**config.mk**
```make
export PLATFORM = sky130hd
export DESIGN_NAME = wave_channel_sequencer
export DESIGN_NICKNAME = d
export VERILOG_FILES = /design/src/rtl/wave_channel_sequencer.sv
export SDC_FILE = /design/constraint.sdc
export NUM_CORES = 1
export LEC_CHECK = 0
export BUFFER_PORTS_ARGS = -buffer_cell sky130_fd_sc_hd__buf_4
export CORE_ASPECT_RATIO = 1.2
export CORE_UTILIZATION = 50
export CTS_BUF_LIST = sky130_fd_sc_hd__clkbuf_8
export CTS_CLUSTER_DIAMETER = 150
export DETAILED_ROUTE_END_ITERATION = 6
export GPL_TIMING_DRIVEN = 0
export PLACE_DENSITY = 0.75
export SYNTH_ARGS = -nofsm -noshare
export SYNTH_HDL_FRONTEND = slang
export SYNTH_SLANG_ARGS = --single-unit
```
**constraint.sdc**
```tcl
create_clock -name clk -period 2.2 [get_ports clk]
set_input_delay 0.55 -clock clk [delete_from_list [all_inputs] [get_ports clk]]
set_output_delay 0.55 -clock clk [all_outputs]
set_load 0.005 [all_outputs]
```
**src/rtl/wave_channel_sequencer.sv**
```systemverilog
// Wave channel (APU channel 3) playback: frequency timer, 32-step sample position,
// wave RAM byte fetch, nibble select, trigger/DAC gating and the 256-step length counter.
module wave_channel_sequencer (
    input  logic        clk,
    input  logic        reset,
    input  logic        cpu_en,
    input  logic        dac_on,
    input  logic [10:0] freq,
    input  logic        trigger,
    input  logic        length_write,
    input  logic [7:0]  length_load,
    input  logic        length_enable,
    input  logic        frame_len_tick,
    output logic [3:0]  wave_ram_addr,
    input  logic [7:0]  wave_ram_data,
    output logic [3:0]  wave_raw,
    output logic        sample_strobe,
    output logic        active
);

    logic [10:0] timer, timer_d;
    logic [4:0]  pos, pos_d;
    logic [7:0]  sample_buf, sample_buf_d;
    logic [8:0]  length_ctr, length_ctr_d;
    logic        fetch_pend, fetch_pend_d;
    logic        active_d;
    logic        strobe_d;
    logic [10:0] reload;
    logic        run;
    logic        len_step;

    assign reload   = 11'h7FF - freq;
    // Timer and position freeze as soon as the DAC is off, not one tick later.
    assign run      = active & dac_on;
    assign len_step = frame_len_tick & length_enable & (length_ctr != 9'd0);

    always_comb begin
        timer_d      = timer;
        pos_d        = pos;
        sample_buf_d = sample_buf;
        length_ctr_d = length_ctr;
        fetch_pend_d = fetch_pend;
        active_d     = active;
        strobe_d     = 1'b0;
        if (cpu_en) begin
            if (trigger) begin
                // Trigger wins over advance, fetch and the length tick in the same edge.
                pos_d        = 5'd0;
                timer_d      = reload;
                fetch_pend_d = 1'b0;
                active_d     = 1'b1;
                if (length_write)
                    length_ctr_d = 9'd256 - {1'b0, length_load};
                else if (length_ctr == 9'd0)
                    length_ctr_d = 9'd256;
            end else begin
                if (fetch_pend) begin
                    sample_buf_d = wave_ram_data;
                    fetch_pend_d = 1'b0;
                    strobe_d     = 1'b1;
                end
                if (run) begin
                    if (timer == 11'd0) begin
                        timer_d      = reload;
                        pos_d        = pos + 5'd1;
                        fetch_pend_d = 1'b1;
                    end else begin
                        timer_d = timer - 11'd1;
                    end
                end
                if (length_write) begin
                    length_ctr_d = 9'd256 - {1'b0, length_load};
                end else if (len_step) begin
                    length_ctr_d = length_ctr - 9'd1;
                    if (length_ctr == 9'd1)
                        active_d = 1'b0;
                end
            end
            if (!dac_on)
                active_d = 1'b0;
        end
    end

    always_ff @(posedge clk or negedge reset) begin
        if (!reset) begin
            timer         <= 11'd0;
            pos           <= 5'd0;
            sample_buf    <= 8'd0;
            length_ctr    <= 9'd0;
            fetch_pend    <= 1'b0;
            active        <= 1'b0;
            sample_strobe <= 1'b0;
        end else begin
            timer         <= timer_d;
            pos           <= pos_d;
            sample_buf    <= sample_buf_d;
            length_ctr    <= length_ctr_d;
            fetch_pend    <= fetch_pend_d;
            active        <= active_d;
            sample_strobe <= strobe_d;
        end
    end

    assign wave_ram_addr = pos[4:1];
    assign wave_raw      = !active ? 4'h0 : (pos[0] ? sample_buf[3:0] : sample_buf[7:4]);

endmodule

```
==> results of run 1 <==
-- power by group through the flow --
| stage | Clock, mW | Sequential [mW] | Combinational (mW) |
|---|---|---|---|
| floorplan | 0 | 0.844 | 0.372 |
| global placement | 0 | 0.871 | 0.519 |
| detailed placement | 0 | 0.873 | 0.528 |
| CTS | 0.516 | 0.861 | 0.533 |
| global route | 0.554 | 0.878 | 0.598 |
| finish | 0.513 | 0.865 | 0.542 |
-- cell type report --
type,count,area share [%]
multi-input cells,190,48.5
clock inverters,2,0.381
well taps,58,2.46
inverters,13,1.65
clock buffers,6,2.79
plain buffers,14,2.58
flip-flops and latches,36,30.5
repair buffers,44,11.2
-- worst max-delay path, stage by stage (launching register included) --
cell and delay (ns):
dfrtp_1 0.41, inv_1 0.11, ha_1 0.15, nor2b_1 0.12, clkbuf_1 0.41, a31oi_4 0.19
buf_2 0.24, a32oi_1 0.22, o211ai_1 0.12
-- logic make-up (layout without fill, tap and decap cells) --
family,count (synthesis),after routing
AO/OA/AOI/OAI,66,66
XOR/XNOR,3,3
adder cells (fa/ha/maj),7,7
buffers and inverters,27,79
flip-flops,36,36
multiplexers,17,17
AND/OR/NAND/NOR,97,97
-- Yosys cell counts, types with 3 or more instances --
library cell,n
a21oi_1,13
a32oi_1,4
and2_1,3
and3_1,4
buf_4,4
clkbuf_1,8
dfrtp_1,36
ha_1,7
inv_1,13
mux2_2,8
mux2i_1,9
nand2_1,14
nand2b_1,6
nand3_1,5
nand4_1,3
nor2_1,8
nor2b_1,7
nor3_1,14
nor3b_1,4
nor4_1,4
nor4b_1,3
o211ai_1,4
o21ai_0,6
o22a_1,5
o22ai_1,3
o32ai_1,4
or4_1,7
xnor2_1,3
-- worst max path at each step --
stage | slack [ns] | end
floorplan | 0.29 | length_ctr[6]
global placement | -0.13 | timer[7]
detailed placement | -0.14 | timer[7]
CTS | 0.06 | length_ctr[0]
global route | -0.01 | timer[8]
finish | 0.11 | timer[8]
-- state kept, by name, summed over array words and instances, names as in the netlist --
register	cells
active	1
fetch_pend	1
length_ctr	9
pos	5
sample_strobe	1
timer	11
sample_buf	8
-- stage by stage --
| stage | hold slack [ns] | utilization, % | std cells | setup slack, ns |
|---|---|---|---|---|
| 2_1_floorplan | 0.254 | - | 253 | 0.294 |
| 3_3_place_gp | 0.473 | 61.3 | 354 | -0.133 |
| 3_5_place_dp | 0.477 | 61.3 | 354 | -0.139 |
| 4_1_cts | 0.218 | 63.4 | 363 | 0.0607 |
| 5_1_grt | 0.234 | 63.9 | 363 | -0.0135 |
| 6_report | 0.200 | 63.9 | 363 | 0.109 |
-- cells in the final DEF, fill, tap and decap left out, types with 4 or more instances in the layout --
master    count
buf_4        48
a21oi_1      13
nor4_1        4
or4_1         7
inv_1        14
nand3_1       5
nand2b_1      6
nor2_1        8
nor2b_1       7
nor3b_1       4
o32ai_1       4
clkbuf_8      6
clkbuf_1      8
o22a_1        5
nor3_1       14
o21ai_0       6
nand2_1      14
mux2i_1       9
o211ai_1      4
dfrtp_1      36
mux2_2        8
a32oi_1       4
ha_1          7
and3_1        4
-- repair_timing --
item	in CTS	in global routing
gates resized for setup	0	3
setup buffers	1	0
gates cloned	0	0
endpoints found under the setup margin	8	13
pin swaps	1	0
-- per-layer routing --
| layer | GRT usage [%] | wire length [µm] |
|---|---|---|
| met1 | 28.2 | 2440 |
| met2 | 44.8 | 3090 |
| met3 | 3.49 | 232 |
| met4 | 7.61 | 95 |
| met5 | 0 | 0 |
==> results.py, run 1 <==
metrics = {
    "timing": {
        "finalSetupViolations": 0,
        "finClkSkew_ns": 0.00901,
        "post-route-period-util_pct": 95.0,
        "fin_setup_tns_ns": 0,
        "finalMaxSlewViolations": 0,
        "final.min_clock_period_ns": 2.09,
        "maxSlewHeadroom_pct": 51.9,
        "hold_violations": 0,
        "timing.fmax_mhz": 478,
        "worst_slew_pin_slew_ns": 0.715,
    },
    "pwr": {
        "leakagePower_nw": 1.28,
        "p_clk_share_pct": 26.7,
        "pwr-share-comb_pct": 28.2,
        "p_seq_share_pct": 45.1,
        "p_switching_uw": 685,
        "p_sw_share_pct": 35.7,
        "ir_worst_vdd_mv": 0.376,
        "internal_power_mw": 1.23,
        "power.total_mw": 1.92,
        "power.density_mw_per_mm2": 650,
    },
    "yosys": {
        "muxShareOfSynthArea_pct": 7.38,
        "synth_flop_cell": "dfrtp_1",
        "synth_top_area_share_pct": 36.9,
        "avgSynthCellArea_um2": 9.64,
        "synthXorXnorAreaFrac_pct": 1.08,
        "async_flop_share_pct": 100,
        "synth_area_mm2": 0.00244,
        "synth_fa_ha_area_share_pct": 3.59,
        "yosys_warnings": 0,
        "ys_types": 64,
        "ys_seq_area_share_pct": 36.9,
        "synth_top_family_by_area": "simple AND/OR/NAND/NOR gates",
        "synth-compound-area-share_pct": 20.5,
        "synth_nets": 295,
        "synthCells": 253,
        "synth_seq_cells": 36,
        "synth_simple_gate_area_share_pct": 25.4,
        "synthTopCellsByArea": "dfrtp_1 37%, mux2i_1 3.7%, mux2_2 3.7%, ha_1 3.6%, nor3_1 2.9%",
        "synth_edf_count": 0,
        "synth_top_cell_by_area": "dfrtp_1",
    },
    "route": {
        "first_pass_iters": 4,
        "routedWlPerCell_um": 16.1,
        "antenna_left": 0,
        "avgViaCountPerCell": 6.20,
        "routed_wl_um": 5860,
        "vias": 2250,
        "route.detailed.drc": 0,
        "first_iter_violations": 173,
    },
    "floorplan": {
        "fp.dieH_um": 78.5,
        "coreArea_mm2": 0.00463,
        "start_util_pct": 52.7,
        "die-width_um": 65.8,
        "rows": 27,
        "dieArea_mm2": 0.00516,
        "ioPinCount": 45,
    },
    "final_layout": {
        "seqCellArea_um2": 901,
        "fin_nets": 346,
        "drive_gt1_share_pct": 25.6,
        "fillers": 413,
        "num_antenna_cells": 0,
        "stdcell_area_mm2": 0.00296,
        "area_growth_pct": 21.1,
        "multi_input_area_mm2": 0.00143,
    },
    "job": {
        "cap_violations": 0,
    },
    "place": {
        "numPortBuffers": 43,
        "dp_hpwl_um": 4310,
        "placed_area_mm2": 0.00284,
        "place_congestion": 0.897,
    },
    "worst_setup_path": {
        "cp_max_fo": 10,
        "r2r_end": "timer[8]",
        "criticalPathCategory": "flip-flop to flip-flop",
        "rr_worst_depth": 8,
        "startpoint": "timer[0]",
        "reg2reg_slack_ns": 0.11,
        "worstPathArrival_ns": 2.26,
        "reg2reg_from": "timer[0]",
        "required_ns": 2.37,
        "cp-end-kind": "flip-flop",
        "startpoint_type": "flip-flop",
    },
    "clock_tree": {
        "cts_tree": "yes",
        "htreeDepth": 2,
        "hold_buffers": 0,
        "cts.clk_slew.worst_paths_ns": 0.08,
        "cts_num_sinks": 36,
        "clk_latency_ns": 0.30,
        "cts_max_path_buffers": 2,
        "root_buffer": "clkbuf_8",
        "cts_made_buffers": 5,
    },
    "grt": {
        "grtUsageTotal_pct": 24.4,
        "grt_overflow": 0,
        "grt_start_max_net_pins": 37,
        "antenna_found_initial": 0,
        "grt_pass1_vias": 2170,
        "grt_pass1_wl_um": 9760,
    },
    "status": {
        "status": "finished, final reports clean",
    },
    "min_path": {
        "worstHoldPathType": "input pin to asynchronous set/reset pin",
    },
}
Note: power is estimated with default switching activity, not from simulation.
==> run 2, diff against run 1 <==
==> constraint.sdc (replaced) <==
create_clock -name clk -period 2.2 [get_ports clk]
set_input_delay 0.22 -clock clk [delete_from_list [all_inputs] [get_ports clk]]
set_output_delay 0.22 -clock clk [all_outputs]
set_load 0.005 [all_outputs]
==> run 2 against run 1 <==
  * Global-route usage is essentially flat
  * Final cell count grew 0.28%
  * Clock-buffer cell count is the same
  * Total power is essentially flat
  * Clock skew is essentially flat
  * Hold slack lost 0.071 ns
  * Combinational power is essentially flat
  * Critical endpoint unchanged
  * Sequential power is essentially flat
  * Clock power is essentially flat
  * Critical path depth is the same
  * Utilization grew 0.22 points
  * Largest power group unchanged
==> results.py, run 2 (synthesis gave the netlist of run 1 again) <==
metrics = {
    "place": {
        "pre_cts_ws_ns": -0.0385,
        "numPortBuffers": 43,
        "placed_area_mm2": 0.00284,
        "place_congestion": 0.897,
        "placedCellCount": 354,
        "dp_hpwl_um": 4310,
    },
    "route": {
        "wl_met1_um": 2410,
        "first_pass_iters": 4,
        "vias": 2244,
        "routed-wl-met2_um": 3090,
        "antenna_left": 0,
        "routedWlPerCell_um": 16.1,
        "avgViaCountPerCell": 6.16,
        "routed_wl_um": 5850,
        "top_layer_used": "met4",
        "route.detailed.drc": 0,
        "first_iter_violations": 194,
        "routed-wl-met3_um": 253,
    },
    "timing": {
        "final.min_clock_period_ns": 2.08,
        "post-route-period-util_pct": 94.7,
        "finClkSkew_ns": 0.00946,
        "maxSlewHeadroom_pct": 51.2,
        "fin_setup_tns_ns": 0,
        "worst_slew_pin_slew_ns": 0.725,
        "hold_violations": 0,
        "worst_slack_ns": 0.117,
        "whs_ns": 0.129,
        "timing.fmax_mhz": 480,
        "finalMaxSlewViolations": 0,
        "finalSetupViolations": 0,
    },
    "clock_tree": {
        "cts_num_sinks": 36,
        "cts.clk_slew.worst_paths_ns": 0.08,
        "clk_latency_ns": 0.30,
        "root_buffer": "clkbuf_8",
        "cts_made_buffers": 5,
        "cts_max_path_buffers": 2,
        "cts_tree": "yes",
        "htreeDepth": 2,
    },
    "floorplan": {
        "ioPinCount": 45,
        "fp.dieH_um": 78.5,
        "rows": 27,
        "dieArea_mm2": 0.00516,
        "start_util_pct": 52.7,
        "coreArea_mm2": 0.00463,
        "die-width_um": 65.8,
    },
    "final_layout": {
        "num_antenna_cells": 0,
        "utilization_pct": 64.1,
        "fin_nets": 347,
        "area_growth_pct": 21.5,
        "mostFrequentLayoutCell": "buf_4",
        "stdcell_count": 364,
        "drive_gt1_share_pct": 25.5,
        "top_regs": "timer x11, length_ctr x9, sample_buf x8",
        "stdcell_area_mm2": 0.00297,
        "mostFrequentLayoutCells": "48 x buf_4, 36 x dfrtp_1, 14 x inv_1, 14 x nand2_1, 14 x nor3_1",
        "max_flop_register": "timer",
        "largest_reg_flops": 11,
    },
    "grt": {
        "grt_pass1_wl_um": 9740,
        "grt_pass1_vias": 2164,
        "grtUsageTotal_pct": 24.3,
        "grt_start_max_net_pins": 37,
        "grt_overflow": 0,
        "antenna_found_initial": 0,
    },
    "pwr": {
        "ir_worst_vdd_mv": 0.376,
        "power.total_mw": 1.92,
        "leakagePower_nw": 1.29,
        "power.density_mw_per_mm2": 647,
    },
    "status": {
        "status": "finished, final reports clean",
    },
    "worst_setup_path": {
        "criticalPathCategory": "flip-flop to flip-flop",
        "startpoint_type": "flip-flop",
        "cp_cell_sequence": "inv_1 > ha_1 > nor2b_1 > clkbuf_1 > a31oi_4 > buf_2 > a32oi_1 > o211ai_1",
        "crit_slowest_cell": "dfrtp_1",
        "worstPathArrival_ns": 2.26,
        "cp-end-kind": "flip-flop",
        "required_ns": 2.37,
        "cpPeakStageDelay_ns": 0.41,
        "cp_max_fo": 10,
    },
    "job": {
        "cap_violations": 0,
    },
    "min_path": {
        "worstHoldPathType": "input pin to flip-flop",
    },
}
[run 2: power by group]
part / leakage, nW / switching (mW) / internal [mW] / total, mW
logic: 0.777 / 0.299 / 0.243 / 0.542
registers: 0.463 / 0.122 / 0.743 / 0.865
clock network: 0.0486 / 0.262 / 0.250 / 0.513
total: 1.29 / 0.684 / 1.24 / 1.92
[run 2: what timing repair did]
action                                  in CTS  in global routing
buffers inserted                             1                  0
hold endpoints to repair                    36                  0
pin swaps                                    1                  0
resized for setup                            0                  3
endpoints found under the setup margin       8                 13
hold buffers                                 1                  0
[run 2: cell type report]
class / instances / area, µm²
Clock buffer: 6 / 82.6
Fill cell: 412 / 1660
Sequential cell: 36 / 901
Tap cell: 58 / 72.6
Multi-Input combinational cell: 190 / 1430
Timing Repair Buffer: 45 / 340
Clock inverter: 2 / 11.3
Inverter: 13 / 48.8
Buffer: 14 / 76.3
[run 2: final timing paths]
| path | startpoint | to | slack [ns] | depth (start not counted) |
|---|---|---|---|---|
| setup / recovery | timer[0] | timer[8] | 0.12 | 8 |
| hold / removal | freq[8] | timer[8] | 0.13 | 2 |
| setup reg to reg | timer[0] | timer[8] | 0.12 | 8 |
| hold reg to reg | fetch_pend | fetch_pend | 0.50 | 1 |
| max in group asynchronous | reset | length_ctr[3] | 1.46 | 2 |
| min in group asynchronous | reset | timer[3] | 0.41 | 2 |
[run 2: worst max-delay path, delay by kind of cell, from the launching register on]
kind / cells / cell delay (ns)
buffers and inverters: 3 / 0.76
flip-flops: 1 / 0.41
AND/OR/NAND/NOR: 1 / 0.12
adder cells (fa/ha/maj): 1 / 0.14
AO/OA/AOI/OAI: 3 / 0.53
[run 2: layer usage]
layer,vias up,GRT usage (%)
met3,11,3.49
li1,1080,-
met4,0,7.61
met5,-,0
met1,1087,28.2
met2,66,44.7
